===== src/rtl/serial_adder_seq.sv =====
// serial_adder_seq: bit-serial WIDTH-bit adder, one full-adder slice per clock.
// Operands are taken LSB first; the carry flip-flop closes the loop between bits.

// Single-bit half-adder cell.
module serial_adder_seq_ha (
    input  logic i_x,
    input  logic i_y,
    output logic o_s,
    output logic o_c
);
    assign o_s = i_x ^ i_y;
    assign o_c = i_x & i_y;
endmodule

// Full-adder slice: two half-adder cells plus an OR on their carries.
module serial_adder_seq_fa (
    input  logic i_a,
    input  logic i_b,
    input  logic i_c,
    output logic o_s,
    output logic o_c
);
    logic w_s1;
    logic w_c1;
    logic w_c2;

    serial_adder_seq_ha u_ha0 (
        .i_x (i_a),
        .i_y (i_b),
        .o_s (w_s1),
        .o_c (w_c1)
    );

    serial_adder_seq_ha u_ha1 (
        .i_x (w_s1),
        .i_y (i_c),
        .o_s (o_s),
        .o_c (w_c2)
    );

    assign o_c = w_c1 | w_c2;
endmodule

module serial_adder_seq #(
    parameter int WIDTH = 8
) (
    input  logic             clk,
    input  logic             rst,
    input  logic             in_valid,
    output logic             in_ready,
    input  logic [WIDTH-1:0] a,
    input  logic [WIDTH-1:0] b,
    input  logic             cin,
    output logic             out_valid,
    input  logic             out_ready,
    output logic [WIDTH-1:0] sum,
    output logic             cout,
    output logic             busy
);
    localparam int CW = $clog2(WIDTH + 1);
    localparam logic [CW-1:0] LAST = CW'(WIDTH - 1);

    typedef enum logic [1:0] {
        S_IDLE,
        S_RUN,
        S_DONE
    } state_t;

    state_t           r_state;
    logic [WIDTH-1:0] r_op_a;
    logic [WIDTH-1:0] r_op_b;
    logic [WIDTH-1:0] r_result;
    logic [WIDTH-1:0] r_sum;
    logic             r_carry;
    logic             r_cout;
    logic             r_out_valid;
    logic [CW-1:0]    r_cnt;

    logic             w_sbit;
    logic             w_cnext;
    logic [WIDTH-1:0] w_result_nxt;

    serial_adder_seq_fa u_fa (
        .i_a (r_op_a[0]),
        .i_b (r_op_b[0]),
        .i_c (r_carry),
        .o_s (w_sbit),
        .o_c (w_cnext)
    );

    // New sum bit enters at the MSB so bit 0 lands at position 0 after WIDTH shifts.
    generate
        if (WIDTH == 1) begin : g_w1
            assign w_result_nxt = w_sbit;
        end else begin : g_wn
            assign w_result_nxt = {w_sbit, r_result[WIDTH-1:1]};
        end
    endgenerate

    // Control FSM and datapath: accept, shift one bit per edge, hold result until taken.
    always_ff @(posedge clk) begin
        if (rst) begin
            r_state     <= S_IDLE;
            r_op_a      <= '0;
            r_op_b      <= '0;
            r_result    <= '0;
            r_sum       <= '0;
            r_carry     <= 1'b0;
            r_cout      <= 1'b0;
            r_out_valid <= 1'b0;
            r_cnt       <= '0;
        end else begin
            unique case (r_state)
                S_IDLE: begin
                    if (in_valid) begin
                        r_op_a   <= a;
                        r_op_b   <= b;
                        r_carry  <= cin;
                        r_result <= '0;
                        r_cnt    <= '0;
                        r_state  <= S_RUN;
                    end
                end
                S_RUN: begin
                    r_carry  <= w_cnext;
                    r_result <= w_result_nxt;
                    r_op_a   <= r_op_a >> 1;
                    r_op_b   <= r_op_b >> 1;
                    r_cnt    <= r_cnt + CW'(1);
                    if (r_cnt == LAST) begin
                        r_sum       <= w_result_nxt;
                        r_cout      <= w_cnext;
                        r_out_valid <= 1'b1;
                        r_state     <= S_DONE;
                    end
                end
                S_DONE: begin
                    if (out_ready) begin
                        r_sum       <= '0;
                        r_cout      <= 1'b0;
                        r_out_valid <= 1'b0;
                        r_state     <= S_IDLE;
                    end
                end
                default: begin
                    r_state <= S_IDLE;
                end
            endcase
        end
    end

    // Acceptance is blocked for the whole cycle in which reset is held.
    assign in_ready  = (r_state == S_IDLE) & ~rst;
    assign busy      = (r_state != S_IDLE);
    assign out_valid = r_out_valid;
    assign sum       = r_sum;
    assign cout      = r_cout;
endmodule


===== config.mk =====
export PLATFORM = sky130hd
export DESIGN_NAME = serial_adder_seq
export DESIGN_NICKNAME = d
export VERILOG_FILES = /design/src/rtl/serial_adder_seq.sv
export SDC_FILE = /design/constraint.sdc
export NUM_CORES = 1
export LEC_CHECK = 0
export ABC_AREA = 1
export BUFFER_PORTS_ARGS = -buffer_cell sky130_fd_sc_hd__buf_4
export CORE_MARGIN = 1.5
export CORE_UTILIZATION = 48
export DETAILED_ROUTE_END_ITERATION = 8
export GPL_ROUTABILITY_DRIVEN = 1
export GPL_TIMING_DRIVEN = 0
export HOLD_SLACK_MARGIN = 0.06
export MAX_ROUTING_LAYER = met4
export PLACE_DENSITY = 0.73
export SYNTH_ARGS = -nofsm -noshare
export SYNTH_HDL_FRONTEND = slang
export SYNTH_SLANG_ARGS = --single-unit
export TNS_END_PERCENT = 1

===== constraint.sdc =====
create_clock -name clk -period 1.2 [get_ports clk]
set_input_delay 0.24 -clock clk [delete_from_list [all_inputs] [get_ports clk]]
set_output_delay 0.24 -clock clk [all_outputs]
set_load 0.03 [all_outputs]

==> results of run 1 <==
[cell usage after synthesis]
| master | n |
|---|---|
| o21ai_0 | 2 |
| nand2_1 | 71 |
| nand3_2 | 1 |
| nor2_4 | 2 |
| nand3b_1 | 1 |
| buf_2 | 2 |
| a31oi_1 | 11 |
| buf_4 | 1 |
| ha_1 | 1 |
| nand4_1 | 2 |
| inv_1 | 25 |
| fa_1 | 1 |
| nand2_4 | 3 |
| clkinv_2 | 1 |
| nand3_1 | 10 |
| buf_6 | 4 |
| o211ai_1 | 4 |
| inv_2 | 2 |
| nor2_1 | 20 |
| dfxtp_1 | 40 |
| clkbuf_1 | 4 |
| a21oi_1 | 23 |
| o21a_1 | 1 |
[report_power, final]
part           leakage [nW]  switching, mW  total, mW  internal (mW)
clock network        0.0281          0.416      0.632          0.216
logic                 0.509          0.389      0.645          0.256
registers             0.328         0.0561       1.47           1.41
total                 0.866          0.861       2.74           1.88
[sequential cells by signal, summed over array words and instances, names as in the netlist]
name       cells
out_valid      1
r_op_b         8
r_carry        1
r_state        2
r_op_a         8
r_cnt          4
sum            8
r_result       7
cout           1
[cell type report]
| type | count | share of cell area (%) |
|---|---|---|
| Multi-Input combinational cell | 153 | 37.20 |
| Buffer | 11 | 4.411 |
| Timing Repair Buffer | 31 | 10.97 |
| Tap cell | 46 | 2.670 |
| Inverter | 28 | 4.933 |
| Clock buffer | 6 | 1.915 |
| Clock inverter | 1 | 0.2322 |
| Sequential cell | 40 | 37.67 |
[final timing paths]
path | startpoint | to | slack (ns) | cells past startpoint
max | r_state[0] | in_ready | -0.17 | 4
max reg2reg | r_carry | sum[7] | -0.13 | 5
min | b[3] | r_op_b[3] | 0.15 | 3
min reg2reg | sum[1] | sum[1] | 0.47 | 2
[through the flow]
stage | hold slack (ns) | setup slack, ns | total power, mW | std cells
floorplan | 0.3872 | -0.01539 | 1.891 | 232
global placement | 0.4491 | -0.2017 | 2.074 | 309
detailed placement | 0.4557 | -0.1945 | 2.083 | 309
CTS | 0.1423 | -0.1799 | 2.733 | 316
global route | 0.1286 | -0.2348 | 2.899 | 316
finish | 0.1458 | -0.1666 | 2.744 | 316
[worst max-delay path: stages, from the launching register on]
cell and delay [ns]:
dfxtp_2 0.38, nor2_4 0.11, inv_2 0.06, nor2_4 0.10
buf_6 0.13
[cells in the final DEF, fill, tap and decap left out]
cell type  count
a21oi_1       21
clkbuf_2       1
buf_4         30
ha_4           1
o211ai_1       4
o21a_1         1
buf_6          8
o21ai_0        2
clkinv_2       2
nand2_1       69
fa_1           1
clkbuf_4       5
nor2_2         1
nand3_1        9
dfxtp_2        3
nand4_1        2
nand2_4        4
nand3b_1       1
nand3_2        1
inv_2          4
dfxtp_4        2
inv_1         23
nor2_1        17
nand2_2        1
clkbuf_1       4
dfxtp_1       35
a31oi_1       11
nand3_4        1
nor2_4         4
a21oi_2        2
[timing repair]
action	CTS	global route
pin swaps	2	8
setup endpoints to repair	33	38
gates resized for setup	16	13
hold buffers	0	0
gates cloned	0	0
[kinds of logic (layout without fill, tap and decap cells)]
group | Yosys count | after routing
fa+ha+maj | 2 | 2
flops | 40 | 40
simple gates | 110 | 110
buf+inv | 39 | 77
compound gates | 41 | 41
[layer usage]
layer	global-route usage, %	share of wire, %
met2	33.78	48
met1	26.52	47
met4	6.667	0.89
met5	-	0
met3	6.486	4.7
==> run_results.csv, run 1 <==
group,metric,value,unit
route,num_vias,1553,
pwr,ir_worst_vdd,0.8629,mV
synth,netlist_instances,232,
floorplan,initial_core_util,50.94,%
critical_path,arrival,1.13,ns
clock_network,cts_tree,"done",
cells_and_area,synthToLayoutAreaGrowth,24.86,%
critical_path,critPathRequiredTime,0.96,ns
route,drtIter0Drc,94,
floorplan,io_pins,33,
cells_and_area,final_cell_area,2156,um2
synth,yosysTopAreaCell,"dfxtp_1",
cells_and_area,seqCellArea,812.0,um2
floorplan,die_h,62.98,um
timing,max-slew-margin-rel,64.78,%
route,dr.pass1.iters,4,
timing,fin_crit_sh,113.9,%
cells_and_area,nets,293,
cells_and_area,fill_cells,331,
synth,yosys.area_share.xor_xnor,0,%
synth,syn_area,1727,um2
synth,synth-compound-area-share,13.41,%
cells_and_area,drive_above_1_share,25.93,%
grt,grt_pass1_vias,1475,
synth,ys_seq_area_share,46.38,%
cells_and_area,multi_input_area,802.0,um2
synth,synth_warnings,0,
pwr,p_leak,0.8657,nW
min_path,holdCritPathClass,"input port to flip-flop",
synth,synth_area_leaders,"dfxtp_1 46%, nand2_1 15%, a21oi_1 6.7%, inv_1 5.4%, nor2_1 4.3%",
floorplan,num_rows,21,
cells_and_area,n_antenna_cell,0,
grt,grt_use_total,21.50,%
timing,period_minus_slack,1.367,ns
synth,ys_ff_latch,40,
timing,clock_skew,0.01093,ns
synth,synth.area.mux_share,0,%
timing,fin_tns_setup,-1.546,ns
critical_path,cp-start-kind,"flip-flop",
grt,grt_start_max_net_pins,12,
place,gp_congestion,0.8074,
grt,gr-total-overflow,0,
cells_and_area,fin_util,63.60,%
route,vias_per_cell,4.915,
timing,fmax,731.7,MHz
clock_network,cts-buffers-inserted,5,
route,drcViolationCount,0,
clock_network,clkSinkCount,40,
critical_path,path_class,"flip-flop to output pin",
route,routedWlPerCell,12.03,um
clock_network,max-clock-path-buffers,2,
timing,rsz0062_at_grt,"yes",
synth,synthSimpleGateAreaFrac,27.68,%
floorplan,dieArea,3966,um2
synth,synth_fa_ha_area_share,1.884,%
flow_run,maxCapViolations,0,
floorplan,die_x,62.98,um
grt,grt_pass1_wl,6520,um
timing,setup_slack,-0.1666,ns
synth,avgSynthCellArea,7.442,um2
synth,synth_top_family_by_area,"simple AND/OR/NAND/NOR gates",
route,wl,3800,um
route,drtAntennaViolNets,0,
clock_network,clk_latency,0.35,ns
synth,synth_top_area_share,46.38,%
timing,worstMarginPinSlew,0.5283,ns
clock_network,root_buffer,"clkbuf_4",
critical_path,endpoint_kind,"output pin",
clock_network,cts.clk_slew.worst_paths,0.12,ns
floorplan,core_area,3390,um2
place,post_dp_cell_area,2019,um2
synth,ys_types,23,
timing,finalHoldViolCount,0,
pwr,p_per_area,1273,nW/um2
outcome,violations,"negative setup slack",
outcome,status,"finished, violations left",
timing,setup_viol,24,
place,port_buffers,31,
place,dp_hpwl,2615,um
critical_path,cp_max_fo,3,
timing,drv_slew,0,
clock_network,cts_max_level,2,
grt,antenna_found_initial,0,
clock_network,cts_setup_buffers,0,
synth,syn_nets,255,
Power figures use the tool's default switching activity.
==> run 2, diff against run 1 <==
Settings changed: CORE_ASPECT_RATIO from default to 1.25.
==> run 2 against run 1 <==
Against the previous run: the run still ends with negative setup slack left; worst hold slack improved by 0.058 ns; largest power group unchanged; first-iteration DRC count down 36%; global-route usage grew 0.54 points; combinational power up 6.4%; non-clock buffer count up 5; highest routed layer unchanged; power up 12%; largest cell class is now multi-input combinational cells; maximum frequency increased by 3.0%; utilization rose by 1.6 points; flip-flop and latch count stayed put; design area grew 4.5%; die area about the same; count of clock-buffer cells in the layout rose by 2.
==> run_results.csv, run 2 (synthesis results as in run 1) <==
group,metric,value,unit
timing,fin_crit_sh,110.5,%
floorplan,die_h,70.06,um
min_path,whs_path_depth,3,
pwr,seq_power_share,47.5,%
pwr,p_per_area,1368,nW/um2
clock_network,cts_max_level,2,
cells_and_area,instances_no_fill,316,
critical_path,path_class,"flip-flop to output pin",
place,dp_cells,302,
critical_path,path_cells,"nor2_1 > inv_1 > nor2_2 > buf_6",
critical_path,cpPeakStageDelay,0.36,ns
timing,holdWs,0.2040,ns
timing,drv_slew,0,
cells_and_area,fill_cells,316,
clock_network,cts-buffers-inserted,5,
timing,setup_slack,-0.1262,ns
floorplan,core_area,3453,um2
clock_network,max-clock-path-buffers,2,
route,vias_per_cell,5.073,
critical_path,cp_slowest_cell,"dfxtp_2",
floorplan,dieArea,3968,um2
pwr,clock_power_share,30.2,%
cells_and_area,drive_above_1_share,27.80,%
route,wl,3899,um
grt,grt_pass1_wl,6624,um
critical_path,endpoint_kind,"output pin",
timing,setup_viol,23,
critical_path,cp_max_fo,5,
cells_and_area,n_antenna_cell,0,
cells_and_area,final_cell_mix,"68 x nand2_1, 35 x dfxtp_1, 34 x buf_4",
timing,rsz0062_at_grt,"yes",
clock_network,cts_tree,"done",
flow_run,maxCapViolations,0,
timing,period_minus_slack,1.326,ns
place,post_dp_cell_area,2011,um2
pwr,switching_power,0.9170,mW
critical_path,arrival,1.09,ns
route,num_vias,1603,
clock_network,root_buffer,"clkbuf_8",
floorplan,initial_core_util,50.00,%
cells_and_area,seqCellArea,812.0,um2
clock_network,ctsHoldBuffers,0,
place,dp_hpwl,2545,um
clock_network,clk_latency,0.30,ns
route,drcViolationCount,0,
grt,grt_start_max_net_pins,12,
cells_and_area,multi_input_area,819.5,um2
timing,clock_skew,0.01096,ns
pwr,pwr-share-comb,22.3,%
pwr,swShare,29.77,%
timing,fmax,754.0,MHz
route,drtAntennaViolNets,0,
floorplan,die_x,56.65,um
place,gp_congestion,0.8041,
cells_and_area,synthToLayoutAreaGrowth,30.43,%
route,dr.pass1.iters,4,
pwr,p_total,3.080,mW
grt,gr-total-overflow,0,
floorplan,num_rows,24,
clock_network,cts.clk_slew.worst_paths,0.08,ns
cells_and_area,final_cell_area,2252,um2
place,port_buffers,31,
route,routedWlPerCell,12.34,um
critical_path,rr_worst_depth,7,
grt,antenna_found_initial,0,
timing,worstMarginPinSlew,0.5743,ns
floorplan,io_pins,33,
pwr,power.internal,2.163,mW
pwr,ir_worst_vdd,1.009,mV
grt,grt_pass1_vias,1536,
timing,finalHoldViolCount,0,
grt,grt_use_total,22.04,%
outcome,status,"finished, violations left",
clock_network,clkSinkCount,40,
cells_and_area,final_common_cell,"nand2_1",
pwr,p_leak,0.9087,nW
min_path,holdCritPathClass,"input port to flip-flop",
route,drtIter0Drc,60,
outcome,violations,"negative setup slack",
critical_path,critPathRequiredTime,0.96,ns
critical_path,cp-start-kind,"flip-flop",
cells_and_area,nets,299,
timing,max-slew-margin-rel,61.71,%
run 2: area by class of cell:
class	count	area share (%)
multi-input combinational	154	36.39
sequential	40	36.06
timing repair buffer	36	12.50
inverter	28	4.833
buffer	11	4.056
clock buffer	8	4.000
tap	39	2.167
run 2: critical path, delay by kind of cell, from the launching register on:
family | cells | cell delay (ns)
buf+inv | 2 | 0.22
flops | 1 | 0.36
simple gates | 2 | 0.21
run 2: path summary, 6_finish.rpt:
kind | slack, ns | to | start
worst min register to register | 0.46 | sum[3] | sum[3]
worst min-delay path | 0.20 | r_op_a[7] | a[7]
worst max register to register | -0.05 | r_result[3] | r_state[1]
worst max-delay path | -0.13 | in_ready | r_state[1]
run 2: metrics by stage:
step	utilization [%]	TNS, ns	worst slack, ns
2_1_floorplan	-	-0.01539	-0.01539
3_3_place_gp	58.22	-2.730	-0.2051
3_5_place_dp	58.22	-2.989	-0.1940
4_1_cts	61.78	-0.9895	-0.1133
5_1_grt	65.22	-2.791	-0.1789
6_report	65.22	-0.7201	-0.1262
run 2: layer usage:
metal  global-route usage, %  part of all wire [%]
met5                       -                     0
met4                   10.85                   2.0
met3                   5.556                   5.7
met2                   35.79                    49
met1                   24.97                    43
run 2: power groups by stage:
stage	clock network (mW)	registers [mW]	logic, mW
2_1_floorplan	0	1.51	0.379
5_1_grt	0.988	1.47	0.757
4_1_cts	0.950	1.46	0.619
3_5_place_dp	0	1.49	0.594
3_3_place_gp	0	1.48	0.590
6_report	0.931	1.46	0.686
run 2: repair_timing:
item,in CTS,in global routing
gates resized for setup,12,21
endpoints found under the setup margin,35,39
pin swaps,3,3
setup buffers,0,4
cloned,0,2
